[src/rtl/cnt_ctrl_pkg.sv]
// Shared types and constants for the counter-slice sequencing controller.
package cnt_ctrl_pkg;

  localparam int unsigned SLICE_W = 4;

  typedef enum logic [2:0] {
    S_IDLE = 3'd0,
    S_LOAD = 3'd1,
    S_RUN  = 3'd2,
    S_HOLD = 3'd3,
    S_DONE = 3'd4
  } state_t;

  localparam logic [1:0] OP_LOAD  = 2'd0;
  localparam logic [1:0] OP_START = 2'd1;
  localparam logic [1:0] OP_STOP  = 2'd2;
  localparam logic [1:0] OP_STEP  = 2'd3;

endpackage

[src/rtl/cnt_slice4.sv]
// One 4-bit counter slice: synchronous load has priority over carry-in count.
module cnt_slice4
  import cnt_ctrl_pkg::*;
#(
  parameter logic [SLICE_W-1:0] RST_VAL = '0
) (
  input  logic               clk,
  input  logic               rst_n,
  input  logic               load,
  input  logic [SLICE_W-1:0] load_data,
  input  logic               cin,
  output logic [SLICE_W-1:0] q,
  output logic               cout
);

  assign cout = cin & (q == '1);

  always_ff @(posedge clk or negedge rst_n) begin
    if (!rst_n) begin
      q <= RST_VAL;
    end else if (load) begin
      q <= load_data;
    end else if (cin) begin
      q <= q + 1'b1;
    end
  end

endmodule

[src/rtl/cnt_slice_ctrl.sv]
// Command sequencer driving a ripple-carry cascade of cnt_slice4 counters.
// Optional macro CNT_AUTORELOAD_EN: terminal count reloads from the reload register.
module cnt_slice_ctrl
  import cnt_ctrl_pkg::*;
#(
  parameter int unsigned                  NSLICE  = 2,
  parameter logic [SLICE_W*NSLICE-1:0]    RST_VAL = '0
) (
  input  logic                      clk,
  input  logic                      rst_n,
  input  logic                      cmd_valid,
  output logic                      cmd_ready,
  input  logic [1:0]                cmd_op,
  input  logic [SLICE_W*NSLICE-1:0] cmd_data,
  input  logic                      cnt_en,
  output logic [SLICE_W*NSLICE-1:0] cnt_q,
  output logic                      tc_pulse,
  output logic                      busy,
  output logic [2:0]                state_o
);

  localparam int unsigned W = SLICE_W * NSLICE;

  state_t         state, state_nx;
  logic [W-1:0]   ldata, reload, load_val;
  logic [NSLICE:0] carry;
  logic           accept, idle_like, step_fire, run_inc, tc, slice_load;

  assign cmd_ready = (state != S_LOAD);
  assign accept    = cmd_valid & cmd_ready;
  assign idle_like = (state == S_IDLE) || (state == S_HOLD) || (state == S_DONE);
  assign step_fire = accept & idle_like & (cmd_op == OP_STEP);
  // An accepted command always suppresses the RUN increment for that cycle.
  assign run_inc   = (state == S_RUN) & cnt_en & ~accept;
  assign carry[0]  = run_inc | step_fire;
  assign tc        = carry[NSLICE];

`ifdef CNT_AUTORELOAD_EN
  assign slice_load = (state == S_LOAD) | tc;
`else
  assign slice_load = (state == S_LOAD);
`endif
  assign load_val = (state == S_LOAD) ? ldata : reload;

  for (genvar k = 0; k < NSLICE; k++) begin : g_slice
    cnt_slice4 #(
      .RST_VAL (RST_VAL[SLICE_W*k +: SLICE_W])
    ) u_slice (
      .clk       (clk),
      .rst_n     (rst_n),
      .load      (slice_load),
      .load_data (load_val[SLICE_W*k +: SLICE_W]),
      .cin       (carry[k]),
      .q         (cnt_q[SLICE_W*k +: SLICE_W]),
      .cout      (carry[k+1])
    );
  end

  always_comb begin
    state_nx = state;
    unique case (state)
      S_IDLE, S_HOLD, S_DONE: begin
        if (accept) begin
          unique case (cmd_op)
            OP_LOAD:  state_nx = S_LOAD;
            OP_START: state_nx = S_RUN;
            OP_STOP:  state_nx = S_HOLD;
            OP_STEP:  state_nx = S_HOLD;
            default:  state_nx = state;
          endcase
        end
      end
      S_LOAD: state_nx = S_HOLD;
      S_RUN: begin
        if (accept) begin
          if (cmd_op == OP_LOAD)      state_nx = S_LOAD;
          else if (cmd_op == OP_STOP) state_nx = S_HOLD;
        end else if (tc) begin
`ifdef CNT_AUTORELOAD_EN
          state_nx = S_RUN;
`else
          state_nx = S_DONE;
`endif
        end
      end
      default: state_nx = S_IDLE;
    endcase
  end

  always_ff @(posedge clk or negedge rst_n) begin
    if (!rst_n) begin
      state    <= S_IDLE;
      ldata    <= RST_VAL;
      reload   <= RST_VAL;
      tc_pulse <= 1'b0;
      busy     <= 1'b0;
    end else begin
      state    <= state_nx;
      tc_pulse <= tc;
      busy     <= (state_nx == S_RUN);
      if (accept && (cmd_op == OP_LOAD)) ldata <= cmd_data;
      if (state == S_LOAD)               reload <= ldata;
    end
  end

  assign state_o = state;

endmodule

[config.mk]
export PLATFORM = sky130hd
export DESIGN_NAME = cnt_slice_ctrl
export DESIGN_NICKNAME = d
export VERILOG_FILES = /design/src/rtl/cnt_ctrl_pkg.sv /design/src/rtl/cnt_slice4.sv /design/src/rtl/cnt_slice_ctrl.sv
export SDC_FILE = /design/constraint.sdc
export NUM_CORES = 1
export LEC_CHECK = 0
export ABC_AREA = 0
export BUFFER_PORTS_ARGS = -buffer_cell sky130_fd_sc_hd__buf_2
export CORE_MARGIN = 3
export CORE_UTILIZATION = 40
export DETAILED_ROUTE_END_ITERATION = 12
export PLACE_DENSITY_LB_ADDON = 0.1
export RECOVER_POWER = 25
export SYNTH_ARGS = -nofsm -noshare
export SYNTH_HDL_FRONTEND = slang
export SYNTH_SLANG_ARGS = --single-unit
[constraint.sdc]
create_clock -name clk -period 1.6 [get_ports clk]
set_clock_uncertainty 0.05 [all_clocks]
set_input_delay 0.08 -clock clk [delete_from_list [all_inputs] [get_ports clk]]
set_output_delay 0.08 -clock clk [all_outputs]
set_load 0.03 [all_outputs]
==> flow_summary.yaml <==
yosys:
  ys.flop_type: "dfrtp_1"
  synth_area_leader_cell: "dfrtp_1"
  synth_fp_nets: 117
  yosysMostFrequentCell: "dfrtp_1"
  synth_common_cells: "21 x dfrtp_1, 11 x a21oi_1, 7 x nor2_1"
  synth_top_area_frac: 0.4740
  ys_seq_area_frac: 0.4740
  ys_warn_count: 0
  ys_ff_latch: 21
  synth_async_sr_flop_share: 1.000
  syn_area_um2: 1109
  syn_avg_cell_area_um2: 10.98
  synthCells: 101
  synth.area.top_cells: "dfrtp_1 47%, mux2_2 5.1%, a21oi_1 5.0%"
  synth_cell_types: 31
  synth-edff-count: 0
clock_tree:
  worstSkewPairLatency_ns: 0.30
  cts.clk_slew.worst_paths_ns: 0.12
  clock-root-buffer: "clkbuf_4"
  cts_max_level: 1
  cts_made_buffers: 3
  clock_sinks: 21
  tritoncts: "done"
  cts_buffer_depth: 2
min_path:
  hold_depth: 3
  hp-class: "input port to flip-flop"
  holdPathEnd: "state_o[0]"
  hold_path.startpoint: "cmd_valid"
global_routing:
  grt_usage: 0.1542
  antenna_found_initial: 0
  overflow: 0
  grt_max_degree: 22
  grt_pass1_wl_um: 4043
  grt_pass1_vias: 940
finish:
  insertedDiodeCount: 0
  final_cells: 182
  multi_input_area_um2: 599.3
  area_delta_synth_final_pct: 40.41
  drive_above_1_share: 0.4342
  final_cell_area_um2: 1556
  nFillCells: 220
  seq_area_um2: 529.3
  fin_nets: 169
placement:
  gp_congestion: 0.7815
  place_ws_ns: -0.03593
  io_buffer_count: 27
  dpl.cell_count: 164
  dpl-instance-area_um2: 1346
  dp_hpwl_um: 1713
sta:
  finalHoldViolations: 0
  period_share: 1.055
  tightestPinTransition_ns: 1.165
  drv_slew: 0
  setup_tns_ns: -0.2718
  relSlewSlack: 0.2230
  finalWorstSetupSlack_ns: -0.08838
  rsz0062_at_grt: "true"
  finalSetupViolCount: 7
  max_freq_mhz: 592.3
  finalCriticalPeriod_ns: 1.688
critical_path:
  cp.arrival_ns: 1.83
  reg2reg_from: "state_o[1]"
  cp_slowest_stage_delay_ns: 0.43
  crit_chain: "buf_6 -> and3b_2 -> o2111ai_4 -> a21oi_4 -> and4_4 -> a22o_1"
  reg2reg_slack_ns: -0.09
  ff2ff_path_depth: 6
  end_kind: "flip-flop"
  r2r-end: "state_o[2]"
  critPathSlowestCell: "dfrtp_2"
  worstSetupStartpointType: "flip-flop"
  cp_max_fo: 5
  criticalPathCategory: "flip-flop to flip-flop"
  required_ns: 1.74
job:
  cap_violations: 0
power_and_ir_drop:
  power_mw: 2.476
  p_switching_mw: 1.076
  leakage_nw: 0.6812
  p_seq_frac: 0.375
  powerDensity_nw_per_um2: 1591
  clkPwrFrac: 0.102
  comb_power_share: 0.524
  p_sw_frac: 0.4348
  p_int_mw: 1.399
  peakVddDrop_uv: 1067
drt:
  ant_nets: 0
  wl_um: 2422
  drc: 0
  via_per_inst: 5.209
  drt-pass1-iter-count: 2
  first_iter_violations: 25
  vias: 948
  wl_per_cell_um: 13.31
floorplan:
  chipWidth_um: 58.65
  initial_core_util: 0.4356
  core_area_um2: 2545
  fp.dieH_um: 58.65
  pin_count: 28
  dieArea_um2: 3439
  rows: 18
run_status:
  violations: "negative setup slack"
  status: "finished with violations"
per-stage QoR:
step,utilization,hold slack [ns]
floorplan,-,-0.2656
global placement,0.5290,0.01729
detailed placement,0.5290,0.02078
CTS,0.6032,0.1163
global route,0.6116,0.1517
finish,0.6116,0.1192
layout by cell type, fill, tap and decap left out, types with 3 or more instances in the layout:
| master | n |
|---|---|
| dlygate4sd3_1 | 10 |
| buf_6 | 5 |
| buf_2 | 25 |
| mux2_2 | 5 |
| o21ai_1 | 4 |
| dfrtp_2 | 3 |
| nor2_1 | 7 |
| dfrtp_1 | 18 |
| mux2_1 | 3 |
| o21ai_0 | 5 |
| clkbuf_4 | 3 |
| a21oi_1 | 10 |
| buf_4 | 8 |
| nand3_1 | 3 |
| nand2_1 | 4 |
| xnor2_1 | 5 |
state kept, by name, summed over array words and instances (netlist names):
name               count
ldata                  8
state_o                3
g_slice.u_slice.q      8
tc_pulse               1
busy                   1
layer usage:
layer / global-route usage / part of all wire
met3: 0.02851 / 0.041
met4: 0.04854 / 0.011
met5: 0 / 0
met1: 0.1852 / 0.43
met2: 0.2775 / 0.51
what timing repair did:
item / in CTS / in global routing
pin swaps: 6 / 7
hold buffers: 10 / 0
resized for setup: 9 / 6
buffers inserted: 4 / 0
hold endpoints to repair: 30 / 0
setup endpoints to repair: 8 / 13
cloned: 0 / 0
worst max-delay path by stage:
stage / start / to / slack [ns] / cells after the start
floorplan: state_o[0] / state_o[2] / -0.14 / 6
global placement: state_o[0] / state_o[2] / -0.002 / 5
detailed placement: state_o[0] / busy / -0.04 / 5
CTS: state_o[1] / state_o[2] / -0.11 / 6
global route: state_o[1] / g_slice[1].u_slice.q[0] / -0.14 / 7
finish: state_o[1] / state_o[2] / -0.09 / 6
cell type report:
type / count / area share
multi-input combinational: 75 / 0.3850
sequential: 21 / 0.3400
timing repair buffer: 49 / 0.2219
tap: 30 / 0.02412
clock buffer: 4 / 0.01688
inverter: 3 / 0.01206
cell families after synthesis:
kind of cell,Yosys count,synth area share
AOI/OAI and AO/OA,30,0.1828
muxes,10,0.09932
xor gates and xnor gates,6,0.04740
and+or+nand+nor,27,0.1433
buffers and inverters,5,0.03047
adders and majority gates,2,0.02257
DFF,21,0.4740
critical path: cells and delay by family (launching register included):
kind / cells / cell delay, ns
AOI/OAI and AO/OA: 3 / 0.60
DFF: 1 / 0.43
buffers and inverters: 1 / 0.13
and+or+nand+nor: 2 / 0.37
power by group through the flow:
stage | logic (mW) | clock network [mW] | registers (mW)
after CTS | 1.30 | 0.266 | 0.929
after global routing | 1.42 | 0.280 | 0.961
after floorplan | 0.586 | 0 | 1.16
final | 1.30 | 0.252 | 0.927
after global placement | 1.14 | 0 | 0.928
after detailed placement | 1.15 | 0 | 0.943
Note: power is estimated with default switching activity, not from simulation.
